### src/rtl/outfifo.sv
// Output buffer between a processing core and its consumer: a DEPTH-entry FIFO.
// All outputs, including cstop, decode registered state only, so stop paths never chain.
module outfifo #(
   parameter int unsigned W     = 32,
   parameter int unsigned DEPTH = 4,
   parameter int unsigned AFULL = DEPTH - 1
) (
   input  logic                     clk,
   input  logic                     reset,
   input  logic                     flush_i,
   input  logic [W-1:0]             cdata_i,
   input  logic                     cvalid_i,
   output logic                     cstop_o,
   output logic [W-1:0]             odata_o,
   output logic                     ovalid_o,
   input  logic                     ostop_i,
   output logic [$clog2(DEPTH):0]   count_o,
   output logic                     afull_o
);

   localparam int unsigned PtrW = $clog2(DEPTH);
   localparam int unsigned CntW = PtrW + 1;

   localparam logic [CntW-1:0] CntFull  = CntW'(DEPTH);
   localparam logic [CntW-1:0] CntAfull = CntW'(AFULL);
   localparam logic [CntW-1:0] CntOne   = CntW'(1);
   localparam logic [PtrW-1:0] PtrOne   = PtrW'(1);

   logic [W-1:0]    mem_q [DEPTH];
   logic [PtrW-1:0] wr_ptr_q, wr_ptr_d;
   logic [PtrW-1:0] rd_ptr_q, rd_ptr_d;
   logic [CntW-1:0] count_q, count_d;
   logic            push, pop, mem_we;

   assign cstop_o  = (count_q == CntFull);
   assign ovalid_o = (count_q != '0);
   assign afull_o  = (count_q >= CntAfull);
   assign count_o  = count_q;
   assign odata_o  = ovalid_o ? mem_q[rd_ptr_q] : '0;

   assign push   = cvalid_i && !cstop_o;
   assign pop    = ovalid_o && !ostop_i;
   // A push in a flush or reset cycle is discarded, so keep it out of memory too.
   assign mem_we = push && !flush_i && !reset;

   always_comb begin
      wr_ptr_d = wr_ptr_q;
      rd_ptr_d = rd_ptr_q;
      count_d  = count_q;
      if (flush_i) begin
         wr_ptr_d = '0;
         rd_ptr_d = '0;
         count_d  = '0;
      end else begin
         if (push) begin
            wr_ptr_d = wr_ptr_q + PtrOne;
         end
         if (pop) begin
            rd_ptr_d = rd_ptr_q + PtrOne;
         end
         if (push && !pop) begin
            count_d = count_q + CntOne;
         end else if (pop && !push) begin
            count_d = count_q - CntOne;
         end
      end
   end

   always_ff @(posedge clk) begin
      if (reset) begin
         wr_ptr_q <= '0;
         rd_ptr_q <= '0;
         count_q  <= '0;
      end else begin
         wr_ptr_q <= wr_ptr_d;
         rd_ptr_q <= rd_ptr_d;
         count_q  <= count_d;
      end
   end

   always_ff @(posedge clk) begin
      if (mem_we) begin
         mem_q[wr_ptr_q] <= cdata_i;
      end
   end

endmodule

### config.mk
export PLATFORM = sky130hd
export DESIGN_NAME = outfifo
export DESIGN_NICKNAME = d
export VERILOG_FILES = /design/src/rtl/outfifo.sv
export SDC_FILE = /design/constraint.sdc
export NUM_CORES = 1
export LEC_CHECK = 0
export ABC_AREA = 0
export ABC_CLOCK_PERIOD_IN_PS = 2300
export BUFFER_PORTS_ARGS = -buffer_cell sky130_fd_sc_hd__buf_2
export CORE_ASPECT_RATIO = 1.25
export CORE_UTILIZATION = 40
export CTS_CLUSTER_DIAMETER = 120
export CTS_CLUSTER_SIZE = 16
export DETAILED_ROUTE_END_ITERATION = 6
export SYNTH_ARGS = -nofsm -noshare
export SYNTH_HDL_FRONTEND = slang
export SYNTH_SLANG_ARGS = --single-unit
### constraint.sdc
create_clock -name clk -period 2.3 [get_ports clk]
set_clock_uncertainty 0.05 [all_clocks]
set_input_delay 0.345 -clock clk [delete_from_list [all_inputs] [get_ports clk]]
set_output_delay 0.345 -clock clk [all_outputs]
set_load 0.1 [all_outputs]
* Word level (Yosys, flattened, before mapping)
Memory sizes are Yosys's and may differ from the RTL's. A register that Yosys moved wholly into a read port is not among the register bits.
Cells that the tools add are included.
** Storage, ports and cells
- Output and inout bits :: 38
- Bits of input ports :: 37
- Logic and storage cells :: 32
- Bits in registers :: 7
- Bits in writable memories :: 128
- Memories kept :: 1
** Memory list
- mem_q :: words 4, width 32, read ports 1, clocked after memory_dff 1, wr ports 1, RTL line 29 : logic [W-1:0] mem_q [DEPTH];
** Operators by class
- Magnitude comparators :: 1
- Reductions and logical operators :: 15
- $add $sub $neg :: 4
- Multiplexer cells :: 7
- Equal/unequal tests :: 1
** Operators with widths (number)
- $mux 32 :: 1
- $logic_and 1x1->1 :: 6
- $logic_not 1->1 :: 6
- $mux 3 :: 2
- $add 2x1->2 const B :: 2
- $mux 2 :: 2
- $add 3x1->3 const B :: 1
- $eq 3x3->1 const B :: 1
- $ge 3x2->1 const B :: 1
- $reduce_bool 3->1 :: 1
- $sub 3x1->3 const B :: 1
- $mux 1 :: 2
- $reduce_bool 2->1 :: 1
- $reduce_or 2->1 :: 1

* Longest topological paths before layout
Gate-level depths: netlist of the first run.
- Depth after elaboration :: 7
- Gate-level depth with buffers :: 9
- Mapped depth without buffers :: 9

* Worst setup path before layout of the first run
Ideal clock, no wire load.
- Path kind :: register to output
- Start point :: reg count_q[0] (netlist: count_o[0])
- End point :: out odata_o[22]
- Buffers on the path :: 1
- Cell stages (with the launch flop) :: 5
- Arrival :: 3.303 ns
- Data required time :: 1.905 ns
- Slack :: -1.398 ns
- Cell sequence :: dfxtp_1 > nor3_1 > inv_1 > clkbuf_1 > and2_1
** On the way
- Longest elaborated chain between the ends :: 2
** RTL lines
- start, declared :: RTL line 32 : logic [CntW-1:0] count_q, count_d;
- start signal, assigned :: RTL line 77 : count_q <= count_d;
- $reduce_bool 3->1 :: RTL line 36 : assign ovalid_o = (count_q != '0);
- named net ovalid_o :: RTL line 15 : output logic ovalid_o,
- $mux 32 :: RTL line 39 : assign odata_o = ovalid_o ? mem_q[rd_ptr_q] : '0;
- end, declared :: RTL line 14 : output logic [W-1:0] odata_o,
The timed path passes the listed nets, and every way through them passes these cells.

==> results of run 1 <==
area by class of cell:
class                   instances  area [sq um]  area share (%)
clock inverters                13           134            1.87
multi-input cells             102          1330            18.5
well taps                     168           210            2.94
flip-flops and latches        137          4040            56.5
clock buffers                  19           433            6.06
repair buffers                 80           985            13.8
inverters                       5          18.8           0.263
critical path: cells and delay by family (launching register included):
kind	cells	cell delay [ns]
buffers and inverters	2	0.33
DFF	1	0.44
muxes	1	0.52
and+or+nand+nor	1	0.18
per-stage QoR:
stage               power (mW)  TNS (ns)
floorplan                 3.80   -0.0442
global placement          4.16         0
detailed placement        4.17         0
CTS                       6.87    -0.436
global route              7.16     -1.00
finish                    6.96         0
where the power goes:
group / switching (mW) / internal (mW) / leakage [nW]
registers: 0.0238 / 2.76 / 1.23
clock network: 0.918 / 1.67 / 0.282
logic: 1.00 / 0.577 / 0.965
repair_timing:
item	4_1_cts	5_1_grt
cloned	2	1
buffers inserted	0	0
gates resized for setup	59	46
setup endpoints to repair	32	30
layer usage:
layer  GRT usage [%]  share of wire, %
met5               0                 0
met2            26.0                52
met1            18.1                42
met4            5.63               1.1
met3            5.11               4.8
cells in the final DEF (no fill, tap or decap), types with 2 or more instances in the layout:
cell type	netlist	layout
mux4_2	32	32
edfxtp_1	128	128
buf_16	0	2
xor2_1	2	2
ha_1	5	4
and2_4	1	32
inv_1	5	4
and3_2	4	4
nor2_1	3	3
a21o_2	2	2
clkbuf_16	0	18
clkinv_1	0	5
or3_1	2	2
a21oi_1	5	5
bufinv_16	0	3
buf_2	1	41
clkbuf_1	4	2
nand2b_1	2	2
buf_12	0	34
dfxtp_1	9	4
dfxtp_4	0	4
o21ai_0	3	3
clkinv_2	0	5
sequential cells by signal (all words and copies together), names as in the netlist, named ones only:
name      cells
wr_ptr_q      2
mem_q       128
rd_ptr_q      2
count_o       3
logic make-up (layout without fill, tap and decap cells):
kind of cell,count (synthesis),after routing
multiplexers,33,33
AO/OA/AOI/OAI,11,11
flip-flops,137,137
buffers and inverters,17,117
XOR/XNOR,2,2
AND/OR/NAND/NOR,50,50
adder cells (fa/ha/maj),6,6
worst max-delay path by stage:
stage | slack, ns | end | cells after the start | from
floorplan | -0.005 | odata_o[22] | 4 | count_o[0]
global placement | 0.22 | mem_q[0][20] | 3 | count_o[2]
detailed placement | 0.16 | count_o[2] | 9 | count_o[0]
CTS | -0.06 | odata_o[21] | 4 | register
global route | -0.05 | odata_o[28] | 4 | register
finish | 0.008 | odata_o[21] | 4 | register
==> results.py, run 1 <==
metrics = {
    "yosys": {
        "yosys.area.top_type": "edfxtp_1",
        "synth-seq-cells": 137,
        "number_of_enable_type_register_cells_in_the_synthesized_netlist": 128,
        "synth.area.top_cells": "edfxtp_1, mux4_2, and2_1",
        "ys.warnings.count": 0,
        "synth_ff_type": "edfxtp_1",
        "synth.most_common_cell": "edfxtp_1",
        "post_synth_fa_ha_maj_area_fraction_pct": 1.55,
        "synth-compound-area-share_pct": 1.31,
        "synth_top_area_share_pct": 72.0,
        "synth_top_family_by_area": "multiplexers",
        "synthXorXnorAreaFrac_pct": 0.328,
        "async_flop_share_pct": 0,
        "netlist_area_sq_um": 5340,
        "yosys-mux-area-fraction_pct": 13.7,
        "synthesized_instance_count": 256,
        "post_synth_most_frequent_cells": "edfxtp_1, and2_1, mux4_2",
        "yosys.area_share.simple_pct": 5.93,
        "syn-num-nets": 299,
        "post_synth.cell_area_avg_sq_um": 20.8,
        "ys_seq_area_share_pct": 75.4,
        "synth_cell_type_count": 28,
    },
    "floorplanning": {
        "die_width_um": 105,
        "fp.dieH_um": 131,
        "fp.coreArea_sq_um": 12800,
        "row_count": 46,
        "floorplan.initialDensity_pct": 41.6,
        "fp.dieArea_sq_um": 13800,
        "boundaryPins": 75,
    },
    "drt": {
        "drt_iter0_markers": 111,
        "vias_per_cell": 4.95,
        "drt_drc_violations_left": 0,
        "detail_route.first_pass.iterations": 6,
        "routed_wl_um": 9770,
        "overall_via_count_from_detail_route": 2596,
        "antenna_violating_nets_post_route": 0,
        "wl_per_cell_um": 18.6,
    },
    "global_route": {
        "grt_max_degree": 34,
        "number_of_global_route_vias_before_repair": 2880,
        "grt_antenna_before_repair": 0,
        "grt_overflow_total": 0,
        "groute.usage.overall_pct": 15.4,
        "grt_pass1_wl_um": 15300,
    },
    "cts": {
        "maximum_buffer_depth_of_the_clock_tree": 2,
        "clkTransAtPathRegs_ns": 0.05,
        "cts_htree_levels": 4,
        "worst_skew_pair.late_latency_ns": 0.41,
        "cts_buffers": 17,
        "numClockSinks": 137,
        "clock-root-buffer": "clkbuf_16",
        "holdBufCountCts": 0,
        "tritoncts": "done",
    },
    "timing": {
        "worst_case_setup_margin_in_the_final_layout_ns": 0.00789,
        "layout_worst_path_cycle_share_pct": 99.7,
        "finalSetupViolations": 0,
        "unrepaired_setup_endpoints_after_global_routing": "true",
        "final_period_minus_worst_setup_slack_ns": 2.29,
        "report.final.hold_viol_count": 0,
        "finalMaxSlewViolations": 0,
        "hold-worst-slack_ns": 0.101,
        "max_freq_mhz": 436,
        "tightestPinTransition_ns": 0.898,
        "relSlewSlack_pct": 40.1,
    },
    "power_and_ir_drop": {
        "power_density_nw_per_um2": 974,
        "vdd_ir_drop_max_v": 0.000496,
        "p_leak_nw": 2.48,
    },
    "layout": {
        "final_design_area_no_fill_sq_um": 7150,
        "fin_util_pct": 55.7,
        "post_route_cells_drive_above_1_share_pct": 52.8,
        "antenna-diode-count": 0,
        "count_of_placed_standard_cells_in_the_final_layout_fillers_left_out": 524,
        "num-fill-cells": 995,
        "finish.net_count": 386,
        "layout-area-overhead-vs-synth_pct": 33.9,
    },
    "place": {
        "portBuffers": 74,
        "dpl_cell_area_sq_um": 6160,
        "dpl.hpwl_um": 5380,
        "dp_worst_setup_slack_ns": 0.158,
        "globalplace.congestion": 0.661,
        "numPlacedInstances": 489,
    },
    "setup_path": {
        "crit_path_end_kind": "primary output",
        "timing.rr.start": "count_o[0]",
        "worst-endpoint-arrival_ns": 1.90,
        "standard_cell_with_the_maximum_stage_delay_on_the_critical_path": "mux4_2",
        "reg2reg_setup_slack_ns": 0.21,
        "cp_cell_instances": "buf_16 -> mux4_2 -> and2_4 -> buf_12",
        "startpoint_type": "register",
        "worst_r2r_path_depth": 9,
        "worst-setup-path-type": "register to primary output",
        "critical_path.max_stage_delay_ns": 0.52,
        "worstReg2RegEnd": "count_o[2]",
        "worstPathMaxFanout": 8,
        "crit_required_ns": 1.90,
    },
    "run_status": {
        "status": "finished, final reports clean",
    },
    "min_path": {
        "hp-start": "cdata_i[22]",
        "worst_hold_path.num_cells": 1,
        "destination_of_the_worst_hold_path": "mem_q[2][22]",
        "min_path_type": "input pin to register",
    },
    "run": {
        "drv.max_cap_violation_count": 0,
    },
}
Power figures use the tool's default switching activity.
==> inputs of run 2 (changes only) <==
ABC_CLOCK_PERIOD_IN_PS = 2700   (was 2300)
clock period = 2.7 ns   (was 2.3 ns; I/O delays follow)
==> results.py, run 2 (synthesized netlist as in run 1, its figures left out) <==
metrics = {
    "timing": {
        "max_freq_mhz": 391,
        "unrepaired_setup_endpoints_after_global_routing": "false",
        "sum_neg_setup_slack_ns": 0,
        "tightestPinTransition_ns": 0.518,
        "layout_worst_path_cycle_share_pct": 94.6,
        "report.final.hold_viol_count": 0,
        "final_period_minus_worst_setup_slack_ns": 2.55,
        "finalMaxSlewViolations": 0,
        "relSlewSlack_pct": 65.5,
        "finalSetupViolations": 0,
    },
    "place": {
        "dpl.hpwl_um": 5800,
        "portBuffers": 74,
        "globalplace.congestion": 0.729,
        "dpl_cell_area_sq_um": 6270,
    },
    "drt": {
        "routed_wl_um": 9700,
        "drt_iter0_markers": 81,
        "vias_per_cell": 5.03,
        "overall_via_count_from_detail_route": 2645,
        "drt_drc_violations_left": 0,
        "wl_per_cell_um": 18.4,
        "antenna_violating_nets_post_route": 0,
        "detail_route.first_pass.iterations": 5,
    },
    "floorplanning": {
        "fp.dieH_um": 131,
        "floorplan.initialDensity_pct": 41.6,
        "fp.coreArea_sq_um": 12800,
        "boundaryPins": 75,
        "die_width_um": 105,
        "row_count": 46,
        "fp.dieArea_sq_um": 13800,
    },
    "power_and_ir_drop": {
        "vdd_ir_drop_max_v": 0.000414,
        "p_leak_nw": 2.38,
        "p_total_mw": 5.68,
        "power_density_nw_per_um2": 832,
    },
    "setup_path": {
        "crit_path_end_kind": "primary output",
        "worstPathMaxFanout": 33,
        "startpoint_type": "register",
        "standard_cell_with_the_maximum_stage_delay_on_the_critical_path": "nor3_1",
        "crit_required_ns": 2.25,
        "worst-endpoint-arrival_ns": 2.10,
        "worst-setup-path-type": "register to primary output",
        "cp_cell_instances": "nor3_1 -> inv_1 -> buf_4 -> and2_1 -> buf_2",
        "critical_path.max_stage_delay_ns": 0.45,
    },
    "cts": {
        "holdBufCountCts": 0,
        "clkTransAtPathRegs_ns": 0.06,
        "clock-root-buffer": "clkbuf_16",
        "cts_buffers": 17,
        "post_cts.resized_instances": 0,
        "cts_htree_levels": 4,
        "numClockSinks": 137,
        "maximum_buffer_depth_of_the_clock_tree": 2,
        "tritoncts": "done",
        "worst_skew_pair.late_latency_ns": 0.41,
        "cts_post_setup_buffers_inserted": 0,
    },
    "layout": {
        "final_common_cell": "edfxtp_1",
        "layout_common_cells": "edfxtp_1, buf_2, mux4_2, buf_12, and2_1",
        "largest-register": "mem_q",
        "final_design_area_no_fill_sq_um": 6830,
        "finish.net_count": 388,
        "antenna-diode-count": 0,
        "post_route_cells_drive_above_1_share_pct": 46.6,
        "max_ffs_per_register": 128,
        "layout-area-overhead-vs-synth_pct": 28.0,
    },
    "global_route": {
        "grt_max_degree": 34,
        "grt_pass1_wl_um": 15100,
        "groute.usage.overall_pct": 15.2,
        "grt_antenna_before_repair": 0,
        "grt_overflow_total": 0,
        "number_of_global_route_vias_before_repair": 2839,
    },
    "run": {
        "drv.max_cap_violation_count": 0,
    },
    "run_status": {
        "status": "finished, final reports clean",
    },
    "min_path": {
        "min_path_type": "input pin to register",
    },
}
==> run 2: cell types whose count changed in the layout (fill, tap and decap cells not counted), moves of 2 or more <==
cell	before	now
and2_4	32	1
and2_1	1	23
buf_2	41	54
buf_12	34	24
and2_2	0	9
dfxtp_2	1	5
dfxtp_4	4	0
buf_4	1	4
clkinvlp_4	0	3
buf_16	2	0
clkbuf_1	2	0
clkinv_4	0	2
==> run 2: final timing paths <==
kind	startpoint	endpoint	slack [ns]	depth (start not counted)
hold reg to reg	rd_ptr_q[1]	register	0.45	2
setup reg to reg	count_o[0]	count_o[2]	0.24	9
hold / removal	cdata_i[18]	mem_q[0][18]	0.16	1
setup / recovery	count_o[0]	odata_o[0]	0.15	5
==> run 2: area by class of cell <==
cell class              instances  area, sq um
fillers                      1011         6010
flip-flops and latches        137         4030
multi-input cells             102         1230
repair buffers                 82          781
clock buffers                  17          425
well taps                     168          210
clock inverters                15          135
inverters                       5         18.8
==> run 2: layer usage <==
layer | global-route usage [%] | vias up | part of all wire [%]
met3 | 4.27 | 14 | 3.5
met5 | 0 | - | 0
met2 | 25.1 | 62 | 53
met4 | 7.59 | 0 | 1.9
li1 | - | 1204 | -
met1 | 18.0 | 1365 | 42
==> run 2: critical path, delay by kind of cell, from the launching register on <==
family | cells | cell delay, ns
buffers and inverters | 3 | 0.68
AND/OR/NAND/NOR | 2 | 0.65
flip-flops | 1 | 0.35
==> run 2: power breakdown <==
part           leakage (nW)  total, mW  switching [mW]  internal [mW]
Combinational         0.876       1.15           0.822          0.328
Clock                 0.268       2.16           0.825           1.34
Sequential             1.23       2.37          0.0145           2.35
Total                  2.38       5.68            1.66           4.02
==> run 2: through the flow <==
step	setup slack [ns]	utilization [%]	hold WS, ns	cells
finish	0.145	53.2	0.162	526
global route	0.0374	53.2	0.140	526
CTS	0.110	53.2	0.144	526
detailed placement	0.240	48.8	0.444	494
global placement	0.391	48.8	0.433	494
floorplan	0.0934	-	0.409	256
==> inputs of run 3 (changes only) <==
CORE_UTILIZATION = 44   (was 40)
PLACE_DENSITY_LB_ADDON = 0.3   (was not set)
==> results.py, run 3 (synthesized netlist as in run 1, its figures left out) <==
metrics = {
    "run_status": {
        "status": "finished, final reports clean",
    },
    "floorplanning": {
        "die_width_um": 101,
        "row_count": 44,
        "fp.dieH_um": 125,
        "boundaryPins": 75,
        "floorplan.initialDensity_pct": 45.5,
        "fp.coreArea_sq_um": 11700,
        "fp.dieArea_sq_um": 12600,
    },
    "cts": {
        "clock-root-buffer": "clkbuf_16",
        "holdBufCountCts": 0,
        "post_cts.resized_instances": 0,
        "clkTransAtPathRegs_ns": 0.05,
        "worst_skew_pair.late_latency_ns": 0.41,
        "cts_post_setup_buffers_inserted": 0,
        "maximum_buffer_depth_of_the_clock_tree": 2,
        "numClockSinks": 137,
        "cts_buffers": 17,
        "cts_htree_levels": 4,
        "tritoncts": "done",
    },
    "timing": {
        "relSlewSlack_pct": 66.7,
        "final_period_minus_worst_setup_slack_ns": 2.56,
        "sum_neg_setup_slack_ns": 0,
        "layout_worst_path_cycle_share_pct": 95.0,
        "tightestPinTransition_ns": 0.500,
        "max_freq_mhz": 390,
        "finalMaxSlewViolations": 0,
        "report.final.hold_viol_count": 0,
        "hold-worst-slack_ns": 0.155,
        "unrepaired_setup_endpoints_after_global_routing": "false",
        "finalSetupViolations": 0,
    },
    "drt": {
        "detail_route.first_pass.iterations": 4,
        "wl_per_cell_um": 17.7,
        "antenna_violating_nets_post_route": 0,
        "overall_via_count_from_detail_route": 2611,
        "drt_drc_violations_left": 0,
        "vias_per_cell": 5.00,
        "routed_wl_um": 9260,
        "drt_iter0_markers": 89,
    },
    "place": {
        "numPlacedInstances": 490,
        "dpl_cell_area_sq_um": 6090,
        "globalplace.congestion": 0.695,
        "portBuffers": 74,
        "dpl.hpwl_um": 5780,
    },
    "layout": {
        "max_ffs_per_register": 128,
        "antenna-diode-count": 0,
        "largest-register": "mem_q",
        "post_route_cells_drive_above_1_share_pct": 47.1,
        "final_common_cell": "edfxtp_1",
        "finish.net_count": 391,
        "count_of_placed_standard_cells_in_the_final_layout_fillers_left_out": 522,
        "final_design_area_no_fill_sq_um": 6700,
        "layout_common_cells": "edfxtp_1, buf_2, mux4_2, and2_1, clkbuf_16",
        "layout-area-overhead-vs-synth_pct": 25.6,
    },
    "setup_path": {
        "crit_path_end_kind": "primary output",
        "worstPathMaxFanout": 18,
        "crit_required_ns": 2.25,
        "worst-endpoint-arrival_ns": 2.11,
        "worst-setup-path-type": "register to primary output",
        "startpoint_type": "register",
    },
    "global_route": {
        "grt_antenna_before_repair": 0,
        "number_of_global_route_vias_before_repair": 2818,
        "groute.usage.overall_pct": 16.9,
        "grt_pass1_wl_um": 14800,
        "grt_overflow_total": 0,
        "grt_max_degree": 34,
    },
    "power_and_ir_drop": {
        "p_total_mw": 5.77,
        "vdd_ir_drop_max_v": 0.000399,
        "power_density_nw_per_um2": 861,
        "p_leak_nw": 2.37,
    },
    "min_path": {
        "min_path_type": "input pin to register",
    },
    "run": {
        "drv.max_cap_violation_count": 0,
    },
}
[run 3: path summary, 6_finish.rpt]
kind	cells past startpoint	end	start	slack [ns]
min reg2reg	2	register	rd_ptr_q[1]	0.46
max	4	odata_o[31]	register	0.14
max reg2reg	9	count_o[2]	count_o[0]	0.21
min	1	mem_q[3][25]	cdata_i[25]	0.15
[run 3: power breakdown]
group,switching [mW],internal (mW),total (mW)
Sequential,0.0146,2.36,2.37
Clock,0.807,1.53,2.34
Combinational,0.807,0.253,1.06
[run 3: cell type report]
type | count | area, sq um
Sequential cell | 137 | 4030
Clock buffer | 19 | 433
Timing Repair Buffer | 85 | 613
Multi-Input combinational cell | 102 | 1230
Tap cell | 161 | 201
Clock inverter | 13 | 178
Inverter | 5 | 18.8
Fill cell | 901 | 5020
[run 3: layer usage]
metal | wire (um) | global-route usage, % | up-vias | share of wire (%)
met3 | 453 | 5.87 | 15 | 4.9
met2 | 5040 | 29.1 | 74 | 54
met1 | 3580 | 18.6 | 1320 | 39
li1 | - | - | 1202 | -
met5 | 0 | 0 | - | 0
met4 | 191 | 7.59 | 0 | 2.1
[run 3: through the flow]
stage / setup WS, ns / util [%]
finish: 0.136 / 57.2
global route: 0.0164 / 57.2
CTS: 0.0870 / 57.2
detailed placement: 0.243 / 52.0
global placement: 0.416 / 52.0
floorplan: 0.0934 / -
[run 3: critical path, cell delays in order (launching register included)]
cell and delay [ns]:
dfxtp_2 0.32, buf_4 0.34, mux4_2 0.54, and2_1 0.20
buf_2 0.30
